==> config.mk <==
export PLATFORM = sky130hd
export DESIGN_NAME = counter_monitor
export DESIGN_NICKNAME = d
export VERILOG_FILES = /design/src/rtl/counter_monitor.sv
export SDC_FILE = /design/constraint.sdc
export NUM_CORES = 1
export LEC_CHECK = 0
export ABC_AREA = 0
export CORE_MARGIN = 2
export CORE_UTILIZATION = 30
export DETAILED_ROUTE_END_ITERATION = 8
export PLACE_DENSITY_LB_ADDON = 0.08
export SYNTH_ARGS = -nofsm -noshare
export SYNTH_HDL_FRONTEND = slang
export SYNTH_SLANG_ARGS = --single-unit
==> constraint.sdc <==
create_clock -name clk -period 2.42 [get_ports clk]
set_clock_uncertainty 0.1 [all_clocks]
set_input_delay 0.484 -clock clk [delete_from_list [all_inputs] [get_ports clk]]
set_output_delay 0.484 -clock clk [all_outputs]
set_load 0.01 [all_outputs]
==> src/rtl/counter_monitor.sv <==
// counter_monitor
//   Samples a free-running 2-bit ripple counter that is asynchronous to clk.
//   The raw value is synchronised and debounced; the filtered copy is then
//   tracked step by step. Clean +1 steps extend the count to EXT_W bits, and
//   any other step latches an error flag. An optional seven-segment decode
//   of the filtered value is built only when COUNTER_MONITOR_SEG_EN is
//   defined. Otherwise seg is tied to all-segments-off.
//
// Parameters
//   STABLE_CYCLES  consecutive identical synchronised samples (1..15) that
//                  are needed before a new value is accepted
//   EXT_W          width of the extended event count
//
// Ports
//   clk         in   single clock. All state changes on its rising edge.
//   clrn        in   asynchronous active-low reset
//   cnt_in[1:0] in   ripple-counter value {Q1,Q0}. It can glitch.
//   clr_ext     in   synchronous clear of ext_cnt/step_err. Also forces TRACK.
//   cnt_q[1:0]  out  filtered clk-domain copy of cnt_in (registered)
//   ext_cnt     out  count of accepted +1 steps, modulo 2^EXT_W (registered)
//   wrap_pulse  out  one-cycle pulse on an accepted 3->0 step (registered)
//   step_err    out  sticky flag: an accepted step other than +1 (registered)
//   seg[6:0]    out  active-low seven-segment pattern {g..a} of cnt_q
module counter_monitor #(
  parameter int STABLE_CYCLES = 2,
  parameter int EXT_W         = 8
) (
  input  logic             clk,
  input  logic             clrn,
  input  logic [1:0]       cnt_in,
  input  logic             clr_ext,
  output logic [1:0]       cnt_q,
  output logic [EXT_W-1:0] ext_cnt,
  output logic             wrap_pulse,
  output logic             step_err,
  output logic [6:0]       seg
);

  localparam logic [3:0] STAB_MAX = 4'(STABLE_CYCLES);

  typedef enum logic [1:0] {INIT, TRACK, FAULT} state_t;

  state_t           state_q, state_d;
  logic [1:0]       s1_q, s2_q;
  logic [3:0]       stab_q, stab_d;
  logic [1:0]       cnt_d;
  logic [EXT_W-1:0] ext_d;
  logic             wrap_d, err_d;

  logic             accept;
  logic [1:0]       delta;
  logic             step_ok, step_bad;

  // stab_q counts how many clk samples s2_q has held its current value.
  // The count starts at 1 on the edge that loads a new value into s2_q. It
  // saturates at STAB_MAX, so a long-stable value stays eligible.
  always_comb begin
    stab_d = stab_q;
    if (s1_q != s2_q)
      stab_d = 4'd1;
    else if (stab_q != STAB_MAX)
      stab_d = stab_q + 4'd1;
  end

  // In INIT, even a value equal to the reset cnt_q counts as the first acceptance.
  assign accept   = (stab_q == STAB_MAX) && ((state_q == INIT) || (s2_q != cnt_q));
  assign delta    = s2_q - cnt_q;
  assign step_ok  = accept && (state_q == TRACK) && (delta == 2'd1);
  assign step_bad = accept && (state_q == TRACK) && delta[1];

  // State register
  always_ff @(posedge clk or negedge clrn) begin
    if (!clrn) state_q <= INIT;
    else       state_q <= state_d;
  end

  // Next-state logic
  always_comb begin
    state_d = state_q;
    if (clr_ext) begin
      state_d = TRACK;
    end else begin
      unique case (state_q)
        INIT:    if (accept)   state_d = TRACK;
        TRACK:   if (step_bad) state_d = FAULT;
        default: state_d = FAULT;
      endcase
    end
  end

  // Output next values. clr_ext overrides any counting in the same cycle.
  // cnt_q still follows the acceptance.
  always_comb begin
    cnt_d  = accept ? s2_q : cnt_q;
    ext_d  = ext_cnt;
    err_d  = step_err;
    wrap_d = 1'b0;
    if (clr_ext) begin
      ext_d = '0;
      err_d = 1'b0;
    end else begin
      if (step_ok) begin
        ext_d  = ext_cnt + EXT_W'(1);
        wrap_d = (cnt_q == 2'd3);
      end
      if (step_bad) err_d = 1'b1;
    end
  end

  always_ff @(posedge clk or negedge clrn) begin
    if (!clrn) begin
      s1_q       <= 2'd0;
      s2_q       <= 2'd0;
      stab_q     <= 4'd0;
      cnt_q      <= 2'd0;
      ext_cnt    <= '0;
      wrap_pulse <= 1'b0;
      step_err   <= 1'b0;
    end else begin
      s1_q       <= cnt_in;
      s2_q       <= s1_q;
      stab_q     <= stab_d;
      cnt_q      <= cnt_d;
      ext_cnt    <= ext_d;
      wrap_pulse <= wrap_d;
      step_err   <= err_d;
    end
  end

`ifdef COUNTER_MONITOR_SEG_EN
  always_comb begin
    seg = 7'b1111111;
    unique case (cnt_q)
      2'd0:    seg = 7'b1000000;
      2'd1:    seg = 7'b1111001;
      2'd2:    seg = 7'b0100100;
      default: seg = 7'b0110000;
    endcase
  end
`else
  assign seg = 7'b1111111;
`endif

endmodule
==> out/results.txt <==
status: completed
Final Instance Count excl. Fillers: 168
first-pass GRT wire length: 3530 um
RSZ-0062 raised after global routing: no
Yosys reg bits: 22
Pwr Density: 645 nW/um^2
post-CTS resize count: 0
syn avg cell area: 10.8 um^2
slowest CP cell: or4_4
crit-path max FO: 7
CP peak stage delay: 0.47 ns
clk_lat worst skew: 0.31 ns
Die Wd: 64.5 um
via/cell ratio: 4.49
Peak VDD IR: 0.000265 V
Longest Clk Path Bufs: 2
initial DRC count: 30
total power: 0.859 mW
# port buffers: 16
CTS sink cnt: 22
FP Rows: 21
GRT Overall Usage: 11.0%
fillers: 349
area of the multi-input gates: 494 um^2
Unique masters post-synth: 28
CP Capture Type: flop
Clock transition at path regs: 0.12 ns
final WL: 2020 um
# diodes: 0
Syn Inst Count: 102
startpoint types: flop
ANT nets after route: 0
crit path time final: 2.11 ns
CP Data Arrival Time: 2.24 ns
clock root cell: clkbuf_4
post-layout util: 39.0%
die area: 4160 um^2
Achievable Freq: 474 MHz
routed len/inst: 12.0 um
Setup Total Neg Slack: 0 ns
GPL Wtd Cong: 0.721
# DRC: 0
grt met3 use: 1.56%
max_cap viols: 0
TritonRoute pass-1 iters: 2
Worst Hold Class: reg2reg
vias in the first global route: 774
num ports: 24
CTS tree: built
crit share post-route: 87.2%
endpoints failing hold: 0
R2R setup slack: 0.31 ns
Initial Util: 32.1%
share of layout cells above drive strength 1: 9.84%
area of the core: 3420 um^2
yosys warns: 0
# setup viols final: 0
grt ovf: 0
WP data required: 2.55 ns
Lkg Pwr: 0.576 nW
critical path class: reg2reg
routed via count: 755
Most Crowded Layer GR: met2
met2 Usage GRT: 17.2%
met1 usage: 14.8%
Area Growth Syn to Fin: 21.4%
post-detail-place hpwl: 1480 um
largest net degree at the start of global routing: 23
fin. max-slew vios: 0
Seq/Total Area, Yosys: 50.2%
sequential cell area: 551 um^2
Die Y: 64.5 um
hold_buf cts: 0
Cell Chain, Critical Path: inv_1 > ha_1 > nor3b_4 > o21ai_0 > or4_4 > o22ai_1
Layout Nets: 132
placed cell count: 164
cell area after synthesis: 1100 um^2
Inserted Clock Buffers: 3
CTS HTree Levels: 1
initial antenna violation count: 0
setup bufs post-CTS: 0
## per-stage QoR
step	hold WS [ns]	worst slack (ns)	area, um^2
6_report	0.311	0.311	1330
5_1_grt	0.331	0.105	1330
4_1_cts	0.316	0.277	1330
3_5_place_dp	0.283	0.307	1300
3_3_place_gp	0.284	0.381	1300
2_1_floorplan	0.0884	0.463	1120
## area by class of cell
| type | instances | share of cell area (%) |
|---|---|---|
| clock buffers | 4 | 2.72 |
| well taps | 46 | 4.32 |
| inverters | 5 | 1.41 |
| multi-input cells | 73 | 37.1 |
| flip-flops and latches | 22 | 41.3 |
| repair buffers | 18 | 13.1 |
## logic make-up after synthesis
group / count (synthesis) / synth area share [%]
simple gates: 34 / 19.6
buf+inv: 13 / 6.84
mux: 1 / 0.912
compound gates: 18 / 9.01
flops: 22 / 50.2
fa+ha+maj: 4 / 4.56
other cells: 1 / 0.342
xor+xnor: 9 / 8.55
## cells in the final DEF (no fill, tap or decap), types with 5 or more instances in the layout
cell type        count
a21oi_1              6
clkdlybuf4s50_1     16
conb_1               7
dfrtp_1             22
inv_1                5
nand2_1             10
nor2_1               6
o21ai_0              8
## Yosys cell counts
cell type,n,area [um^2]
mux2i_1,1,10.0
nor3b_4,2,37.5
nand2_1,10,37.5
buf_4,7,52.6
o22ai_1,1,6.26
a21oi_1,6,30.0
or4_1,1,7.51
clkbuf_1,1,3.75
or4_4,1,11.3
o21ai_0,8,40.0
xor2_1,4,35.0
or3_1,4,25.0
a211oi_1,1,7.51
nand3_2,1,10.0
ha_1,4,50.1
o31ai_1,1,7.51
nand3_1,4,20.0
dfrtp_1,22,551
nand4_4,1,21.3
nor3_1,2,10.0
and3_1,1,6.26
conb_1,1,3.75
xnor2_1,4,35.0
xnor3_2,1,23.8
nor2_1,6,22.5
o21a_1,1,7.51
inv_1,5,18.8
nand4_1,1,6.26
## where the power goes
part	switching (mW)	internal [mW]
registers	0.0361	0.396
clock network	0.112	0.0918
logic	0.115	0.108
total	0.263	0.596
## metal layers
metal	wire [um]	part of all wire (%)
met5	0	0
met4	15	0.74
met3	72	3.6
met2	930	46
met1	1000	50
## worst max-delay path, delay by kind of cell (launching register included)
kind	cells	cell delay, ns
buffers and inverters	1	0.10
AND/OR/NAND/NOR	2	0.87
AO/OA/AOI/OAI	2	0.37
flip-flops	1	0.42
adder cells (fa/ha/maj)	1	0.17
## sequential cells by signal, indices dropped and copies added (netlist names)
name        cells
ext_cnt         8
stab_q          4
cnt_q           2
s1_q            2
s2_q            2
state_q         2
step_err        1
wrap_pulse      1
## worst paths after layout
path	depth (start not counted)	endpoint	from
worst max-delay path	6	step_err$_DFFE_PN0P_	stab_q[0]$_DFFE_PN0P_
max in group asynchronous	2	stab_q[1]$_DFFE_PN0P_	clrn
worst min register to register	0	s2_q[1]$_DFF_PN0_	s1_q[1]$_DFF_PN0_
worst max register to register	6	step_err$_DFFE_PN0P_	stab_q[0]$_DFFE_PN0P_
worst min-delay path	0	s2_q[1]$_DFF_PN0_	s1_q[1]$_DFF_PN0_
min in group asynchronous	2	state_q[0]$_DFFE_PN0P_	clrn
Note: power is estimated with default switching activity, not from simulation.
